$ cat config.mk
export PLATFORM = sky130hd
export DESIGN_NAME = npu_queue_interface
export DESIGN_NICKNAME = d
export VERILOG_FILES = /design/src/rtl/npu_queue_interface_pkg.sv /design/src/rtl/npu_sync_fifo.sv /design/src/rtl/npu_queue_interface.sv
export SDC_FILE = /design/constraint.sdc
export NUM_CORES = 1
export LEC_CHECK = 0
export CAP_MARGIN = 20
export CORE_MARGIN = 4
export CORE_UTILIZATION = 30
export DETAILED_ROUTE_END_ITERATION = 10
export HOLD_SLACK_MARGIN = 0.06
export SLEW_MARGIN = 15
export SYNTH_ARGS = -nofsm -noshare
export SYNTH_HDL_FRONTEND = slang
export SYNTH_HIERARCHICAL = 1
export SYNTH_SLANG_ARGS = --single-unit
$ cat constraint.sdc
create_clock -name iClk -period 9.3 [get_ports iClk]
set_clock_uncertainty 0.2 [all_clocks]
set_input_delay 0.93 -clock iClk [delete_from_list [all_inputs] [get_ports iClk]]
set_output_delay 0.93 -clock iClk [all_outputs]
set_load 0.02 [all_outputs]
$ cat src/rtl/npu_queue_interface_pkg.sv
// npu_queue_interface_pkg: shared widths, default queue depths and pointer sizing for the NPU queue block.
package npu_queue_interface_pkg;
  localparam int NPU_DATA_WIDTH = 32;
  localparam int NPU_CFG_DEPTH  = 8;
  localparam int NPU_IN_DEPTH   = 8;
  localparam int NPU_OUT_DEPTH  = 8;
  function automatic int ptrWidth(input int depth);
    return $clog2(depth) + 1;
  endfunction
endpackage

$ cat src/rtl/npu_sync_fifo.sv
// npu_sync_fifo: synchronous first-word-fall-through FIFO with wrap-bit pointers.
module npu_sync_fifo
  import npu_queue_interface_pkg::*;
#(
  parameter int DATA_WIDTH = NPU_DATA_WIDTH,
  parameter int DEPTH = 8
) (
  input  logic                  iClk,
  input  logic                  iReset,
  input  logic                  iPush,
  input  logic [DATA_WIDTH-1:0] iData,
  input  logic                  iPop,
  output logic [DATA_WIDTH-1:0] oData,
  output logic                  oFull,
  output logic                  oEmpty
);
  localparam int PW = ptrWidth(DEPTH);
  localparam int AW = PW - 1;
  logic [PW-1:0] wrPtr, rdPtr;
  logic [DATA_WIDTH-1:0] mem [DEPTH];
  logic doPush, doPop;
  assign oFull  = (wrPtr[AW-1:0] == rdPtr[AW-1:0]) && (wrPtr[AW] != rdPtr[AW]);
  assign oEmpty = wrPtr == rdPtr;
  assign doPush = iPush & ~oFull;
  assign doPop  = iPop & ~oEmpty;
  assign oData  = mem[rdPtr[AW-1:0]];
  always_ff @(posedge iClk) begin
    if (iReset) begin
      wrPtr <= '0;
      rdPtr <= '0;
    end else begin
      wrPtr <= doPush ? wrPtr + PW'(1) : wrPtr;
      rdPtr <= doPop ? rdPtr + PW'(1) : rdPtr;
    end
  end
  // Storage needs no reset: pointers alone decide what is visible.
  always_ff @(posedge iClk) begin
    if (doPush) mem[wrPtr[AW-1:0]] <= iData;
  end
endmodule

$ cat src/rtl/npu_queue_interface.sv
// npu_queue_interface: config/input queues toward the NPU and result queue back to EX,
// with hazard flags and a sticky protocol-error bit.
module npu_queue_interface
  import npu_queue_interface_pkg::*;
#(
  parameter int DATA_WIDTH = NPU_DATA_WIDTH,
  parameter int CFG_DEPTH  = NPU_CFG_DEPTH,
  parameter int IN_DEPTH   = NPU_IN_DEPTH,
  parameter int OUT_DEPTH  = NPU_OUT_DEPTH
) (
  input  logic                  iClk,
  input  logic                  iReset,
  input  logic                  iCfgWrite,
  input  logic [DATA_WIDTH-1:0] iCfgData,
  input  logic                  iEnqWrite,
  input  logic [DATA_WIDTH-1:0] iEnqData,
  input  logic                  iDeqRead,
  output logic [DATA_WIDTH-1:0] oDeqData,
  output logic                  oNpuConfigFull,
  output logic                  oNpuInputFull,
  output logic                  oNpuOutputEmpty,
  output logic                  oCfgValid,
  output logic [DATA_WIDTH-1:0] oCfgData,
  input  logic                  iCfgReady,
  output logic                  oInValid,
  output logic [DATA_WIDTH-1:0] oInData,
  input  logic                  iInReady,
  input  logic                  iOutValid,
  input  logic [DATA_WIDTH-1:0] iOutData,
  output logic                  oOutReady,
  output logic                  oError
);
  logic cfgFull, cfgEmpty, inFull, inEmpty, outFull, outEmpty;
  npu_sync_fifo #(.DATA_WIDTH(DATA_WIDTH), .DEPTH(CFG_DEPTH)) cfgQ (
    .iClk(iClk), .iReset(iReset), .iPush(iCfgWrite), .iData(iCfgData),
    .iPop(iCfgReady), .oData(oCfgData), .oFull(cfgFull), .oEmpty(cfgEmpty)
  );
  npu_sync_fifo #(.DATA_WIDTH(DATA_WIDTH), .DEPTH(IN_DEPTH)) inQ (
    .iClk(iClk), .iReset(iReset), .iPush(iEnqWrite), .iData(iEnqData),
    .iPop(iInReady), .oData(oInData), .oFull(inFull), .oEmpty(inEmpty)
  );
  npu_sync_fifo #(.DATA_WIDTH(DATA_WIDTH), .DEPTH(OUT_DEPTH)) outQ (
    .iClk(iClk), .iReset(iReset), .iPush(iOutValid), .iData(iOutData),
    .iPop(iDeqRead), .oData(oDeqData), .oFull(outFull), .oEmpty(outEmpty)
  );
  assign oNpuConfigFull  = cfgFull;
  assign oNpuInputFull   = inFull;
  assign oNpuOutputEmpty = outEmpty;
  assign oCfgValid       = ~cfgEmpty;
  assign oInValid        = ~inEmpty;
  assign oOutReady       = ~outFull;
  // Only processor-side misuse is an error; NPU handshakes cannot overflow.
  always_ff @(posedge iClk) begin
    if (iReset) oError <= 1'b0;
    else if ((iCfgWrite & cfgFull) | (iEnqWrite & inFull) | (iDeqRead & outEmpty)) oError <= 1'b1;
  end
endmodule

-- Yosys cells after proc, flatten, opt, wreduce, memory -nomap -nowiden
Memories as Yosys holds them, arrays and structs flattened. A register that Yosys moved wholly into a read port is not among the register bits.
Index checks and enable logic that the tools add are counted.
- add/sub/neg operators: 6
- equal/unequal tests: 9
- muxes and demuxes: 12
- bitwise gates (word level): 17
- reductions and logical operators: 3
- operator list (operator ; count):
    $add 4x1->4 const B ; 6
    $mux 3 ; 6
    $eq 4x4->1 ; 3
    $and 1x1->1 ; 9
    $eq 3x3->1 ; 3
    $mux 1 ; 6
    $not 1->1 ; 6
    $logic_and 1x1->1 ; 3
    $ne 1x1->1 ; 3
    $or 1x1->1 ; 2
- flip-flop bits (word level): 25
- RAM bits: 768
- output and inout port bits: 103
- memories: 3
- memory list (name ; words ; bits a word ; read ports ; clocked after Yosys merged registers in ; wr ports ; RTL line ; source):
    cfgQ.mem ; 8 ; 32 ; 1 ; 1 ; 1 ; npu_sync_fifo.sv:20 ; logic [DATA_WIDTH-1:0] mem [DEPTH];
    inQ.mem ; 8 ; 32 ; 1 ; 1 ; 1 ; npu_sync_fifo.sv:20 ;
    outQ.mem ; 8 ; 32 ; 1 ; 1 ; 1 ; npu_sync_fifo.sv:20 ;

-- Longest topological paths before layout
Gate-level depths: netlist of the first run.
- depth after elaboration: 6
- depth in mapped cells: 6
- gate-level depth less buffers: 5

-- Modules after synthesis
Netlist of the first run, hierarchy kept.
- by module, submodules not included (module ; instances ; cells an instance ; area each (sq um) ; seq. area each (sq um)):
    npu_sync_fifo ; 3 ; 454 ; 10333.7 ; 7907.6
    npu_queue_interface ; 1 ; 7 ; 48.8 ; 20.0

-- Worst setup path after synthesis of the first run
OpenSTA, ideal clock, no wires.
- path type: input port to flip-flop
- start point: input iCfgWrite
- end point: memory cfgQ/mem[5][0] (netlist bit), enable pin
- library setup time: 513 ps
- arrival time: 4369 ps
- path slack: 4218 ps
- stages: 2
- buffers on the path: 0
- path through: nand2_1 > nor4b_1
- longest elaborated chain between the ends: 3
- RTL lines (element ; RTL line ; source):
    start, declared ; npu_queue_interface.sv:13 ; input logic iCfgWrite,
    $and 1x1->1 ; npu_sync_fifo.sv:24 ; assign doPush = iPush & ~oFull;
    $mux 1 ; npu_sync_fifo.sv:38 ; if (doPush) mem[wrPtr[AW-1:0]] <= iData;
    $mux 1 (not written as such) ; npu_sync_fifo.sv:38 ;
    end, declared ; npu_sync_fifo.sv:20 ;
Every way passes these cells.

==> results of run 1 <==
## synth_stat cells, types with 6 or more instances
| cell | number |
|---|---|
| mux2_1 | 9 |
| dfxtp_1 | 34 |
| edfxtp_1 | 768 |
| xnor2_1 | 12 |
| a41oi_1 | 6 |
| buf_2 | 27 |
| o41a_1 | 6 |
| mux2_2 | 108 |
| mux4_2 | 192 |
| nor4_1 | 6 |
| nor3_1 | 9 |
| nand2_1 | 12 |
| nor4b_1 | 9 |
| ha_1 | 6 |
| mux2i_1 | 12 |
| nor2b_1 | 18 |
| nor3b_1 | 6 |
| nor2_1 | 18 |
| clkbuf_2 | 6 |
| xor2_1 | 12 |
| nand2b_1 | 15 |
| clkbuf_1 | 36 |
| nand4_1 | 6 |
## worst max-delay path, stage by stage, from the launching register on
cell             delay (ps)
dfxtp_4                 800
buf_4                   680
mux4_2                  580
mux2_2                  270
clkdlybuf4s50_1         610
## sequential cells by signal, indices dropped and copies added (netlist names), named ones only
name / flops
outQ/wrPtr: 4
inQ/wrPtr: 4
oError: 1
outQ/rdPtr: 4
cfgQ/rdPtr: 4
cfgQ/wrPtr: 4
outQ/mem: 256
cfgQ/mem: 256
inQ/rdPtr: 4
inQ/mem: 256
## power breakdown
part	internal, mW	switching, mW
Clock	2.10	1.41
Combinational	0.592	0.526
Sequential	4.06	0.0882
Total	6.75	2.02
## cell usage in the layout, fill, tap and decap left out, types with 7 or more instances in the layout
cell type        instances
nor2_1                  15
mux2_1                   9
buf_4                   35
clkdlybuf4s50_1        205
mux2_2                 108
xnor2_1                 12
nor2b_1                 18
mux2i_1                 12
clkinv_1                13
clkbuf_1                20
nor4_2                   7
nand2_1                 12
dfxtp_1                 27
edfxtp_1               768
clkinv_2                18
nand2b_1                15
mux4_2                 192
xor2_1                  12
clkbuf_16               89
nor4b_2                  9
diode_2                  8
bufinv_16               12
## cell type report
| cell class | count | area, um^2 |
|---|---|---|
| diodes | 8 | 20.0 |
| clock inverters | 53 | 623 |
| flip-flops and latches | 802 | 23800 |
| clock buffers | 109 | 2300 |
| well taps | 1368 | 1710 |
| fillers | 9232 | 64500 |
| multi-input cells | 489 | 7110 |
| inverters | 3 | 11.3 |
| repair buffers | 241 | 2320 |
## metrics by stage
step	instances	total power, mW
finish	3073	8.78
global route	3068	9.13
CTS	3065	8.92
detailed placement	2903	5.37
global placement	2903	5.35
floorplan	1369	4.91
## per-layer routing
layer  wire length (um)  vias up  global-route usage [%]
met1              28400     7662                    15.9
met4               1460        6                    3.72
met2              32700      300                    19.9
li1                   -     6293                       -
met5                 43        -                       0
met3               3800      115                    3.13
## cells by family after synthesis
logic type / share of synthesized area (%)
AOI/OAI and AO/OA: 0.709
buffers and inverters: 1.15
xor gates and xnor gates: 0.677
DFF: 76.5
muxes: 18.6
adders and majority gates: 0.242
and+or+nand+nor: 2.20
## path summary, 6_finish.rpt
path / start / end / slack, ps / cells after the start
setup / recovery: flip-flop / oCfgData[16] / 4530 / 4
hold / removal: inQ/rdPtr[1] / flip-flop / 390 / 2
setup reg to reg: cfgQ/wrPtr[1] / cfgQ/mem[2][31] / 6560 / 5
hold reg to reg: inQ/rdPtr[1] / flip-flop / 390 / 2
==> reports/metrics.csv, run 1 <==
stage,metric,value,unit
floorplanning,initial_core_util,30.3,%
sta,finalCriticalPeriod,4770,ps
global_route,grt_pass1_vias,15500,
global_route,grt_pass1_wl,98800,um
drt,routed_via_density,4.68,
clocking,clk_latency,630,ps
floorplanning,num_rows,117,
sta,whs,390,ps
sta,min_period_over_period,51.3,%
sta,worst_slew_pin_slew,1020,ps
final_layout,final_util,37.0,%
drt,ant_nets,0,
drt,wire_per_inst,21.6,um
final_layout,nets,1735,
yosys,netlist_instances,1369,
global_route,overflow,0,
yosys,avgSynthCellArea,22.7,um^2
power,power.density,232,mW/mm^2
final_layout,syn_to_final_growth,21.9,%
clocking,cts_htree_levels,3,
yosys,netlist_area,0.0310,mm^2
drt,drc,0,
yosys,synth_edf_count,768,
clocking,cts-hold-fix-buffers,0,
sta,finalSetupViolations,0,
drt,drt-pass1-iter-count,6,
clocking,cts_made_buffers,88,
drt,wirelength,66400,um
yosys,yosys_warnings,6,
yosys,synthesis.nets,1479,
floorplanning,dieWidth,330,um
yosys,ys_top_cells_by_area,"edfxtp_1 (74%), mux4_2 (14%), mux2_2 (3.9%)",
worst_hold_path,min_path_type,reg -> reg,
clocking,cts-root-buf,clkbuf_16,
worst_setup_path,crit_path_start_kind,flip-flop,
worst_setup_path,path_max_fanout,33,
clocking,postCtsSetupRepairBufs,0,
global_route,antenna_found_initial,12,
sta,worst_slack,4530,ps
sta,hold_viol_final,0,
yosys,synth_top_area_share,74.3,%
sta,max_freq,0.210,GHz
clocking,path_clk_slew,60,ps
clocking,ctsResizeCount,0,
yosys,async_reset_ff_share,0,%
clocking,clock-sinks,802,
clocking,cts_tree,done,
worst_setup_path,worstSetupPathType,reg -> out,
clocking,clock_path_buffers,3,
power,leakagePower,11.7,nW
floorplanning,core_area,0.102,mm^2
yosys,synth-seq-cells,802,
floorplanning,die_h,330,um
yosys,yosys.area.top_type,edfxtp_1,
power,ir_drop,0.000165,V
global_route,grt_max_degree,65,
yosys,ys_seq_area_share,76.5,%
yosys,synthFlopType,edfxtp_1,
final_layout,stdcell_area,0.0379,mm^2
worst_setup_path,crit_arrival,3640,ps
run_status,outcome,"finished, final reports clean",
sta,rsz0062_at_grt,false,
final_layout,layout-drive-gt1-share,29.6,%
sta,slew_viol_final,0,
worst_setup_path,crit_required,8170,ps
flow_run,maxCapViolCount,0,
sta,tns,0,ps
global_route,grtUsageTotal,12.1,%
floorplanning,die_area,0.109,mm^2
placement,place_congestion,0.726,
placement,dp_hpwl,35800,um
placement,post_dp_cell_area,0.0349,mm^2
drt,drt-initial-drc-count,934,
placement,io_buffer_count,206,
floorplanning,ios,207,
drt,vias,14400,
placement,place_ws,5110,ps
yosys,synth_cell_types,36,
worst_setup_path,end_kind,output port,
sta,max_slew_margin,32.1,%
No activity file was read; power rests on OpenSTA's default activity.
==> run 2: changes to the inputs <==
Clock period 9.3 ns to 4.42 ns, I/O delays scaled along.
==> run 2 against run 1 <==
  * Clock power up 110%
  * Critical path depth unchanged
  * Final cell count up 0.20%
  * Clock-buffer cell count down 10
  * Highest routed layer unchanged
  * Setup slack worse by 4100 ps
  * Critical path type unchanged
  * Flip-flop and latch count unchanged
==> reports/metrics.csv, run 2 (same netlist as run 1, synthesis figures left out) <==
stage,metric,value,unit,change
run_status,outcome,"finished, final reports clean",,
final_layout,most-common-layout-cells,"edfxtp_1 (768), clkdlybuf4s50_1 (205), mux4_2 (192), mux2_2 (108), clkbuf_16 (89)",,
clocking,clock_path_buffers,3,,unchanged
floorplanning,die_area,0.109,mm^2,unchanged
final_layout,stdcell_area,0.0380,mm^2,+0.46%
clocking,cts_htree_levels,3,,unchanged
final_layout,layout-drive-gt1-share,30.1,%,+0.51 points
global_route,grt_max_degree,63,,-3.1%
global_route,grtUsageTotal,12.1,%,-0.022 points
global_route,overflow,0,,unchanged
worst_setup_path,crit_required,3780,ps,-4390 ps
power,ir_drop,0.000361,V,+120%
sta,worst_slack,408,ps,-4120 ps
floorplanning,dieWidth,330,um,unchanged
power,power.density,483,mW/mm^2,+110%
final_layout,syn_to_final_growth,22.5,%,
worst_setup_path,worstSetupPathType,reg -> out,,
worst_setup_path,crit_path_start_kind,flip-flop,,
drt,vias,14400,,+0.028%
clocking,cts_tree,done,,
final_layout,nets,1747,,+0.69%
power,leakagePower,11.8,nW,+0.49%
final_layout,instances_no_fill,3079,,+0.20%
floorplanning,core_area,0.102,mm^2,unchanged
worst_setup_path,path_max_fanout,12,,-64%
drt,ant_nets,0,,unchanged
floorplanning,ios,207,,unchanged
sta,finalCriticalPeriod,4010,ps,
clocking,postCtsSetupRepairBufs,0,,unchanged
floorplanning,die_h,330,um,unchanged
worst_hold_path,min_path_type,reg -> reg,,
worst_setup_path,end_kind,output port,,
global_route,antenna_found_initial,6,,-6
placement,place_ws,1070,ps,-4040 ps
drt,drt-initial-drc-count,1099,,+18%
sta,worst_slew_pin_slew,1100,ps,+83.4 ps
clocking,path_clk_slew,60,ps,about the same
placement,post_dp_cell_area,0.0352,mm^2,+0.67%
sta,finalSetupViolations,0,,unchanged
sta,max_freq,0.249,GHz,
drt,drc,0,,unchanged
clocking,clk_latency,650,ps,+20 ps
floorplanning,initial_core_util,30.3,%,unchanged
sta,rsz0062_at_grt,false,,
global_route,grt_pass1_wl,99200,um,+0.36%
placement,io_buffer_count,206,,unchanged
flow_run,maxCapViolCount,0,,unchanged
drt,routed_via_density,4.67,,-0.17%
sta,whs,324,ps,-65.8 ps
sta,slew_viol_final,0,,unchanged
drt,drt-pass1-iter-count,5,,-1
sta,max_slew_margin,26.0,%,-6.1 points
drt,wirelength,66000,um,-0.54%
placement,dp_hpwl,37600,um,+4.9%
clocking,cts-root-buf,clkbuf_16,,
sta,min_period_over_period,90.8,%,
worst_setup_path,crit_arrival,3370,ps,-270 ps
clocking,cts-hold-fix-buffers,0,,unchanged
clocking,ctsResizeCount,0,,unchanged
global_route,grt_pass1_vias,15500,,+0.35%
sta,hold_viol_final,0,,unchanged
final_layout,layout_commonest_cell,edfxtp_1,,
placement,place_congestion,0.694,,-4.4%
clocking,cts_made_buffers,88,,unchanged
drt,wire_per_inst,21.4,um,-0.73%
clocking,clock-sinks,802,,unchanged
placement,dp.cells,2915,,+0.41%
floorplanning,num_rows,117,,unchanged
run 2: stage by stage:
stage          total power [mW]  TNS (ps)  util, %
2_1_floorplan              10.3   -160570        -
3_3_place_gp               11.3         0     34.4
3_5_place_dp               11.4         0     34.4
4_1_cts                    18.7         0     37.2
5_1_grt                    19.1         0     37.2
6_report                   18.4         0     37.2
run 2: path summary, 6_finish.rpt:
kind	from	end	slack, ps	depth (start not counted)
setup / recovery	outQ/wrPtr[1]	oOutReady	410	4
hold / removal	oError	oError	320	2
setup reg to reg	outQ/wrPtr[1]	outQ/mem[6][24]	1400	4
hold reg to reg	oError	oError	320	2
run 2: area by class of cell:
class | count | area (um^2)
Timing Repair Buffer | 253 | 2510
Multi-Input combinational cell | 489 | 7160
Fill cell | 9259 | 64300
Tap cell | 1368 | 1710
Clock buffer | 99 | 2260
Sequential cell | 802 | 23800
Inverter | 3 | 11.3
Antenna cell | 3 | 7.51
Clock inverter | 62 | 612
run 2: layer usage:
metal  global-route usage, %  up-vias  share of wire (%)
met3                    2.77       99                5.5
met5                       0        -              0.041
li1                        -     6321                  -
met4                    3.80        4                2.2
met2                    20.1      305                 49
met1                    15.9     7651                 43
run 2: power by group:
group	switching [mW]	internal, mW
combinational	1.11	1.29
clock	2.95	4.28
sequential	0.196	8.54
total	4.26	14.1
run 2: critical path, stage by stage, from the launching register on:
cell             delay, ps
dfxtp_1                730
xor2_1                 260
nor4_4                 990
inv_1                  130
clkdlybuf4s50_1        600
